## src/rtl/ftdi_fifo_responder_pkg.sv

```systemverilog
// ftdi_pkg: shared widths and FSM state types for the FTDI FIFO responder.
package ftdi_pkg;
  localparam int BYTE_W = 8;
  localparam int SYNC_STAGES = 2;
  typedef enum logic [1:0] {R_IDLE, R_DRIVE, R_RECOVER} rd_state_t;
  typedef enum logic [1:0] {W_IDLE, W_CAPTURE, W_RECOVER} wr_state_t;
endpackage

```

## src/rtl/ftdi_fifo_responder_if.sv

```systemverilog
// ftdi_fifo_responder_if: host-side 245 FIFO bus plus local source/sink handshakes.
interface ftdi_fifo_responder_if;
  logic ftdi_rd;
  logic ftdi_wr;
  logic [ftdi_pkg::BYTE_W-1:0] adbus_in;
  logic [ftdi_pkg::BYTE_W-1:0] adbus_out;
  logic adbus_oe;
  logic rxf;
  logic txe;
  logic [ftdi_pkg::BYTE_W-1:0] src_data;
  logic src_valid;
  logic src_ready;
  logic [ftdi_pkg::BYTE_W-1:0] sink_data;
  logic sink_valid;
  logic sink_ready;
  modport master(
    output ftdi_rd, ftdi_wr, adbus_in, src_data, src_valid, sink_ready,
    input adbus_out, adbus_oe, rxf, txe, src_ready, sink_data, sink_valid
  );
  modport slave(
    input ftdi_rd, ftdi_wr, adbus_in, src_data, src_valid, sink_ready,
    output adbus_out, adbus_oe, rxf, txe, src_ready, sink_data, sink_valid
  );
endinterface

```

## src/rtl/ftdi_fifo_responder_fifo.sv

```systemverilog
// byte_fifo: show-ahead byte queue with occupancy count.
module byte_fifo
  import ftdi_pkg::*;
#(
  parameter int DEPTH = 16
) (
  input  logic clock,
  input  logic reset_n,
  input  logic push,
  input  logic pop,
  input  logic [BYTE_W-1:0] data,
  output logic [BYTE_W-1:0] q,
  output logic [$clog2(DEPTH+1)-1:0] count,
  output logic full,
  output logic empty
);
  localparam int AW = $clog2(DEPTH);
  localparam int CW = $clog2(DEPTH + 1);
  logic [BYTE_W-1:0] mem [DEPTH];
  logic [AW-1:0] wp, rp;
  logic we, re;
  assign we = push && !full;
  assign re = pop && !empty;
  assign full = count == CW'(DEPTH);
  assign empty = count == '0;
  assign q = mem[rp];
  always_ff @(posedge clock) begin
    if (we) mem[wp] <= data;
  end
  always_ff @(posedge clock or negedge reset_n) begin
    if (!reset_n) begin
      wp <= '0;
      rp <= '0;
      count <= '0;
    end else begin
      wp <= wp + AW'(we);
      rp <= rp + AW'(re);
      count <= count + CW'(we) - CW'(re);
    end
  end
endmodule

```

## src/rtl/ftdi_fifo_responder.sv

```systemverilog
// ftdi_fifo_responder: device side of the async 245 FIFO bus, answering RD#/WR#
// strobes from local rx/tx byte queues and flagging host protocol violations.
module ftdi_fifo_responder
  import ftdi_pkg::*;
#(
  parameter int DEPTH = 16,
  parameter int RECOVERY = 2
) (
  input  logic clock,
  input  logic reset_n,
  ftdi_fifo_responder_if.slave bus,
  output logic [$clog2(DEPTH+1)-1:0] rx_count,
  output logic [$clog2(DEPTH+1)-1:0] tx_count,
  output logic proto_err
);
  localparam int RW = $clog2(RECOVERY + 1);
  localparam int S = SYNC_STAGES;
  logic [S-1:0] rd_s, wr_s;
  logic [S-1:0][BYTE_W-1:0] din_s;
  logic rd_d, wr_d, rd_fall, rd_rise, wr_fall, wr_rise;
  rd_state_t rd_state, rd_nxt;
  wr_state_t wr_state, wr_nxt;
  logic [RW-1:0] rrec, rrec_nxt, wrec, wrec_nxt;
  logic [BYTE_W-1:0] hold, hold_nxt, dout, dout_nxt, rx_q, tx_q;
  logic oe, oe_nxt, rxf, rxf_nxt, txe, txe_nxt, err_nxt;
  logic rx_pop, tx_push, rx_full, rx_empty, tx_full, tx_empty;

  always_ff @(posedge clock or negedge reset_n) begin
    if (!reset_n) begin
      rd_s <= '1;
      wr_s <= '1;
      din_s <= '0;
      rd_d <= 1'b1;
      wr_d <= 1'b1;
    end else begin
      rd_s <= {rd_s[S-2:0], bus.ftdi_rd};
      wr_s <= {wr_s[S-2:0], bus.ftdi_wr};
      din_s <= {din_s[S-2:0], bus.adbus_in};
      rd_d <= rd_s[S-1];
      wr_d <= wr_s[S-1];
    end
  end
  assign rd_fall = rd_d & ~rd_s[S-1];
  assign rd_rise = ~rd_d & rd_s[S-1];
  assign wr_fall = wr_d & ~wr_s[S-1];
  assign wr_rise = ~wr_d & wr_s[S-1];

  always_ff @(posedge clock or negedge reset_n) begin
    if (!reset_n) begin
      rd_state <= R_IDLE;
      wr_state <= W_IDLE;
      rrec <= '0;
      wrec <= '0;
      hold <= '0;
      dout <= '0;
      oe <= 1'b0;
      rxf <= 1'b1;
      txe <= 1'b1;
      proto_err <= 1'b0;
    end else begin
      rd_state <= rd_nxt;
      wr_state <= wr_nxt;
      rrec <= rrec_nxt;
      wrec <= wrec_nxt;
      hold <= hold_nxt;
      dout <= dout_nxt;
      oe <= oe_nxt;
      rxf <= rxf_nxt;
      txe <= txe_nxt;
      proto_err <= err_nxt;
    end
  end

  // A same-cycle rd/wr fall lets the read proceed; the write is always the loser.
  always_comb begin
    rd_nxt = rd_state;
    wr_nxt = wr_state;
    rrec_nxt = rrec;
    wrec_nxt = wrec;
    hold_nxt = hold;
    dout_nxt = dout;
    oe_nxt = oe;
    err_nxt = proto_err;
    rx_pop = 1'b0;
    tx_push = 1'b0;
    case (rd_state)
      R_IDLE:
        if (rd_fall) begin
          if (wr_state != W_IDLE || rx_empty) err_nxt = 1'b1;
          else begin
            rd_nxt = R_DRIVE;
            oe_nxt = 1'b1;
            dout_nxt = rx_q;
          end
        end
      R_DRIVE:
        if (rd_rise) begin
          rx_pop = 1'b1;
          oe_nxt = 1'b0;
          rrec_nxt = '0;
          rd_nxt = R_RECOVER;
        end
      default:
        if (rrec == RW'(RECOVERY - 1)) rd_nxt = R_IDLE;
        else rrec_nxt = rrec + RW'(1);
    endcase
    case (wr_state)
      W_IDLE:
        if (wr_fall) begin
          if (rd_fall || rd_state != R_IDLE || tx_full) err_nxt = 1'b1;
          else begin
            wr_nxt = W_CAPTURE;
            hold_nxt = din_s[S-1];
          end
        end
      W_CAPTURE:
        if (wr_rise) begin
          tx_push = 1'b1;
          wrec_nxt = '0;
          wr_nxt = W_RECOVER;
        end
      default:
        if (wrec == RW'(RECOVERY - 1)) wr_nxt = W_IDLE;
        else wrec_nxt = wrec + RW'(1);
    endcase
    rxf_nxt = !(rd_nxt == R_IDLE && !rx_empty);
    txe_nxt = !(wr_nxt == W_IDLE && !tx_full);
  end

  byte_fifo #(.DEPTH(DEPTH)) rx_fifo (
    .clock(clock), .reset_n(reset_n),
    .push(bus.src_valid && !rx_full), .pop(rx_pop), .data(bus.src_data),
    .q(rx_q), .count(rx_count), .full(rx_full), .empty(rx_empty)
  );
  byte_fifo #(.DEPTH(DEPTH)) tx_fifo (
    .clock(clock), .reset_n(reset_n),
    .push(tx_push), .pop(bus.sink_ready && !tx_empty), .data(hold),
    .q(tx_q), .count(tx_count), .full(tx_full), .empty(tx_empty)
  );

  assign bus.adbus_out = dout;
  assign bus.adbus_oe = oe;
  assign bus.rxf = rxf;
  assign bus.txe = txe;
  assign bus.src_ready = !rx_full;
  assign bus.sink_data = tx_q;
  assign bus.sink_valid = !tx_empty;
endmodule

```

## src/flat_wrapper.sv

```systemverilog
// flat-port wrapper written by rule: the top's interface ports become plain ports
module ftdi_fifo_responder_flat import ftdi_pkg::*;
#(
  parameter int DEPTH = 16,
  parameter int RECOVERY = 2
)
  (clock, reset_n, rx_count, tx_count, proto_err, bus_ftdi_rd, bus_ftdi_wr, bus_adbus_in, bus_src_data, bus_src_valid, bus_sink_ready, bus_adbus_out, bus_adbus_oe, bus_rxf, bus_txe, bus_src_ready, bus_sink_data, bus_sink_valid);
  ftdi_fifo_responder_if bus_i ();
  input  logic clock;
  input  logic reset_n;
  output logic [$clog2(DEPTH+1)-1:0] rx_count;
  output logic [$clog2(DEPTH+1)-1:0] tx_count;
  output logic proto_err;
  input wire logic [$bits(bus_i.ftdi_rd)-1:0] bus_ftdi_rd;
  input wire logic [$bits(bus_i.ftdi_wr)-1:0] bus_ftdi_wr;
  input wire logic [$bits(bus_i.adbus_in)-1:0] bus_adbus_in;
  input wire logic [$bits(bus_i.src_data)-1:0] bus_src_data;
  input wire logic [$bits(bus_i.src_valid)-1:0] bus_src_valid;
  input wire logic [$bits(bus_i.sink_ready)-1:0] bus_sink_ready;
  output wire logic [$bits(bus_i.adbus_out)-1:0] bus_adbus_out;
  output wire logic [$bits(bus_i.adbus_oe)-1:0] bus_adbus_oe;
  output wire logic [$bits(bus_i.rxf)-1:0] bus_rxf;
  output wire logic [$bits(bus_i.txe)-1:0] bus_txe;
  output wire logic [$bits(bus_i.src_ready)-1:0] bus_src_ready;
  output wire logic [$bits(bus_i.sink_data)-1:0] bus_sink_data;
  output wire logic [$bits(bus_i.sink_valid)-1:0] bus_sink_valid;
  assign bus_i.ftdi_rd = bus_ftdi_rd;
  assign bus_i.ftdi_wr = bus_ftdi_wr;
  assign bus_i.adbus_in = bus_adbus_in;
  assign bus_i.src_data = bus_src_data;
  assign bus_i.src_valid = bus_src_valid;
  assign bus_i.sink_ready = bus_sink_ready;
  assign bus_adbus_out = bus_i.adbus_out;
  assign bus_adbus_oe = bus_i.adbus_oe;
  assign bus_rxf = bus_i.rxf;
  assign bus_txe = bus_i.txe;
  assign bus_src_ready = bus_i.src_ready;
  assign bus_sink_data = bus_i.sink_data;
  assign bus_sink_valid = bus_i.sink_valid;
  ftdi_fifo_responder #(.DEPTH(DEPTH), .RECOVERY(RECOVERY)) u_core (.clock(clock), .reset_n(reset_n), .bus(bus_i), .rx_count(rx_count), .tx_count(tx_count), .proto_err(proto_err));
endmodule
```

## config.mk

```make
export PLATFORM = sky130hd
export DESIGN_NAME = ftdi_fifo_responder_flat
export DESIGN_NICKNAME = d
export VERILOG_FILES = /design/src/rtl/ftdi_fifo_responder_pkg.sv /design/src/rtl/ftdi_fifo_responder_if.sv /design/src/rtl/ftdi_fifo_responder_fifo.sv /design/src/rtl/ftdi_fifo_responder.sv /design/src/flat_wrapper.sv
export SDC_FILE = /design/constraint.sdc
export NUM_CORES = 1
export LEC_CHECK = 0
export ABC_AREA = 1
export CELL_PAD_IN_SITES_DETAIL_PLACEMENT = 1
export CELL_PAD_IN_SITES_GLOBAL_PLACEMENT = 2
export CORE_ASPECT_RATIO = 1.1
export CORE_MARGIN = 2
export CORE_UTILIZATION = 42
export CTS_BUF_LIST = sky130_fd_sc_hd__clkbuf_2
export DETAILED_ROUTE_END_ITERATION = 8
export PLACE_DENSITY = 0.82
export RECOVER_POWER = 25
export SYNTH_ARGS = -nofsm -noshare
export SYNTH_HDL_FRONTEND = slang
export SYNTH_HIERARCHICAL = 1
export SYNTH_SLANG_ARGS = --single-unit
export TNS_END_PERCENT = 100
```

## constraint.sdc

```tcl
create_clock -name clock -period 3 [get_ports clock]
set_input_delay 0.45 -clock clock [delete_from_list [all_inputs] [get_ports clock]]
set_output_delay 0.45 -clock clock [all_outputs]
set_load 0.01 [all_outputs]
```

==> flow_summary_export.csv <==
group,metric,value,unit
yosys,postSynthNetCount,1409,
sta,fin_crit,2.82,ns
global_routing,gr-total-overflow,0,
yosys,ys_seq_area_share,67.6,%
yosys,netlist_area,14200,sq um
worst_hold_path,min_path_type,"reg -> reg",
critical_path,cp_common_cell,"nand2_1",
global_routing,grt_pass1_vias,10600,
sta,finalMaxSlewViolations,0,
placed_design,placed_area,15300,sq um
routing,routedWlPerCell,17.5,microns
sta,max_freq,355,MHz
critical_path,path_class,"reg -> out",
finish,area_growth,16.6,%
yosys,synth_cell_type_count,31,
pwr,powerDensity,927,nW/um^2
clocking,clkSinkCount,332,
yosys,syn_inst,1363,
clocking,htree_num_levels,3,
clocking,clk_pin_slew,0.11,ns
routing,drc,0,
yosys,ys_warn_count,6,
global_routing,grt_pass1_wl,55700,microns
routing,vias_per_cell,4.81,
global_routing,antenna_found_initial,1,
placed_design,numPlacedInstances,1845,
finish,stdcell_count,2021,
global_routing,grt_max_degree,66,
finish,design_area,16600,sq um
critical_path,max_stage_delay,0.50,ns
flow_run,max-cap-violations,0,
critical_path,path_cells,"clkinv_4 > buf_6 > buf_4 > nand2_1 > nand3_1 > nand2_1 > nor2_2 > nand2_2 > nand2_1 > clkbuf_2",
global_routing,gr-usage-all-layers,20.9,%
floorplanning,ios,54,
critical_path,worstSetupStartpointType,"flip-flop",
clocking,cts_buffers,82,
floorplanning,start_util,42.7,%
clocking,root_buffer,"clkbuf_2",
sta,setup_tns,0,ns
sta,setup_slack,0.182,ns
floorplanning,rows,70,
routing,firstDrtPassIters,4,
floorplanning,die_w,179,microns
sta,hold_viol,0,
finish,final_util,49.8,%
clocking,clkLatencyLatePin,0.87,ns
critical_path,path_buf_inv,4,
clocking,clock_path_buffers,3,
routing,ant_nets,0,
critical_path,critPathSlowestCell,"dfrtp_2",
critical_path,crit_path_max_fanout,6,
finish,fillers,3779,
placed_design,gp_congestion,0.762,
routing,drt_wl_total,35400,microns
status,outcome,"finished, final reports clean",
critical_path,cp-end-kind,"output port",
sta,max-slew-margin-rel,15.1,%
placed_design,place_worst_setup_slack,0.326,ns
sta,period_share,93.9,%
sta,skew,0.0896,ns
sta,setup_viol,0,
clocking,cts_tree,"done",
placed_design,dpl.hpwl,22100,microns
floorplanning,die_area,35300,sq um
placed_design,numPortBuffers,53,
sta,worst_slew_pin_slew,1.27,ns
yosys,yosys_register_bits,332,
floorplanning,dieHeight,197,microns
critical_path,cp.required,2.55,ns
critical_path,critical_path.top_delay_family,"simple AND/OR/NAND/NOR gates",
finish,final_nets,1571,
pwr,vdd_drop_max,0.459,mV
finish,drive_gt1_share,16.4,%
critical_path,cp.arrival,2.37,ns
routing,drt-initial-drc-count,380,
yosys,avgSynthCellArea,10.4,sq um
floorplanning,core,33300,sq um
sta,grt_setup_unrepaired,"yes",
pwr,p_leak,7.49,nW
routing,vias,9716,
[cell usage in the layout (no fill, tap or decap), drive strengths merged, types with 3 or more instances in the layout]
master / n
clkinv: 17
edfxtp: 256
a21oi: 7
xor2: 13
dlygate4sd3: 29
dfrtp: 68
nand2: 448
dfstp: 8
xnor2: 3
clkdlybuf4s50: 26
ha: 22
nor2: 105
inv: 206
buf: 65
o21ai: 7
clkbuf: 133
nand3: 163
[worst reg2reg max path, cell delays in order, from the launching register on]
cell and delay [ns]:
dfrtp_1 0.42, inv_1 0.09, ha_1 0.17, nand2_1 0.12, nor2_2 0.14, nor2_1 0.07
o21ai_0 0.12, inv_1 0.13, ha_1 0.28, inv_1 0.06, ha_1 0.17, inv_1 0.06
fa_1 0.42, nand3b_1 0.17, nand2_1 0.08, xor2_1 0.13
[flip-flops by register name, summed over array words and instances (netlist names), 2 cells and up]
| signal | count |
|---|---|
| u_core/hold | 8 |
| u_core/wr_state | 2 |
| u_core/tx_fifo/rp | 4 |
| u_core/wr_s | 2 |
| u_core/wrec | 2 |
| u_core/rrec | 2 |
| u_core/tx_fifo/count | 5 |
| u_core/tx_fifo/wp | 4 |
| u_core/rx_fifo/count | 5 |
| u_core/rx_fifo/mem | 128 |
| u_core/rd_state | 2 |
| u_core/bus.adbus_out | 8 |
| u_core/din_s | 16 |
| u_core/rx_fifo/wp | 4 |
| u_core/rd_s | 2 |
| u_core/rx_fifo/rp | 4 |
| u_core/tx_fifo/mem | 128 |
[through the flow]
step / hold slack [ns] / power, mW
after floorplan: 0.154 / 9.76
after global placement: 0.333 / 11.8
final: 0.350 / 15.4
after global routing: 0.356 / 16.5
after detailed placement: 0.336 / 11.9
after CTS: 0.0437 / 15.5
[cells in the mapped netlist (all sizes together)]
library cell	instances	share of area [%]
nand2	448	12
o21ai	7	0.27
dfstp	8	1.5
nor2	105	3.0
or2	1	0.044
clkbuf	1	0.035
nand3	163	5.7
xnor2	3	0.18
inv	207	5.5
buf	45	2.1
edfxtp	256	54
nand3b	2	0.11
o22ai	2	0.088
clkinv	2	0.053
and2	1	0.044
dfrtp	68	12
fa	2	0.28
xor2	13	0.80
a21oi	7	0.33
ha	22	1.9
[worst paths after layout]
check	from	endpoint	slack [ns]	depth (start not counted)
max in group asynchronous	reset_n	u_core/wr_s[0]	1.59	3
min reg2reg	u_core/din_s[7]	u_core/din_s[15]	0.35	0
min in group asynchronous	reset_n	u_core/rx_fifo/rp[3]	0.39	2
max reg2reg	u_core/tx_fifo/count[3]	u_core/tx_fifo/count[4]	0.30	15
max	u_core/tx_fifo/rp[0]	bus_sink_data[1]	0.18	10
min	u_core/din_s[7]	u_core/din_s[15]	0.35	0
[power by group]
| group | leakage (nW) | total, mW | internal (mW) | switching (mW) |
|---|---|---|---|---|
| clock network | 0.590 | 3.07 | 1.29 | 1.77 |
| registers | 3.22 | 6.44 | 5.78 | 0.659 |
| logic | 3.67 | 5.86 | 2.17 | 3.69 |
[cell type report]
type | instances | area [sq um] | area share (%)
flip-flops and latches | 332 | 9600 | 57.9
multi-input cells | 776 | 3630 | 21.9
repair buffers | 124 | 1240 | 7.46
inverters | 209 | 797 | 4.81
clock buffers | 129 | 646 | 3.90
well taps | 432 | 541 | 3.26
clock inverters | 18 | 124 | 0.747
diodes | 1 | 2.50 | 0.0151
[routing by layer]
| metal | wire, microns | vias to the layer above | GRT usage (%) |
|---|---|---|---|
| met3 | 1440 | 76 | 3.97 |
| li1 | - | 4713 | - |
| met2 | 19100 | 195 | 38.6 |
| met5 | 0 | - | 0 |
| met4 | 1160 | 0 | 9.05 |
| met1 | 13700 | 4732 | 23.2 |
[what timing repair did]
action | in CTS | in global routing
setup endpoints to repair | 8 | 9
resized for setup | 50 | 33
pin swaps | 9 | 12
gates cloned | 3 | 1
hold buffers | 11 | 0
endpoints found under the hold margin | 54 | 0
setup buffers | 14 | 2
[cell families after synthesis]
group / Yosys count / share of synthesized area [%]
adder cells (fa/ha/maj): 24 / 2.22
AO/OA/AOI/OAI: 16 / 0.687
AND/OR/NAND/NOR: 720 / 20.9
XOR/XNOR: 16 / 0.986
buffers and inverters: 255 / 7.65
flip-flops: 332 / 67.6
Note: power is estimated with default switching activity, not from simulation.
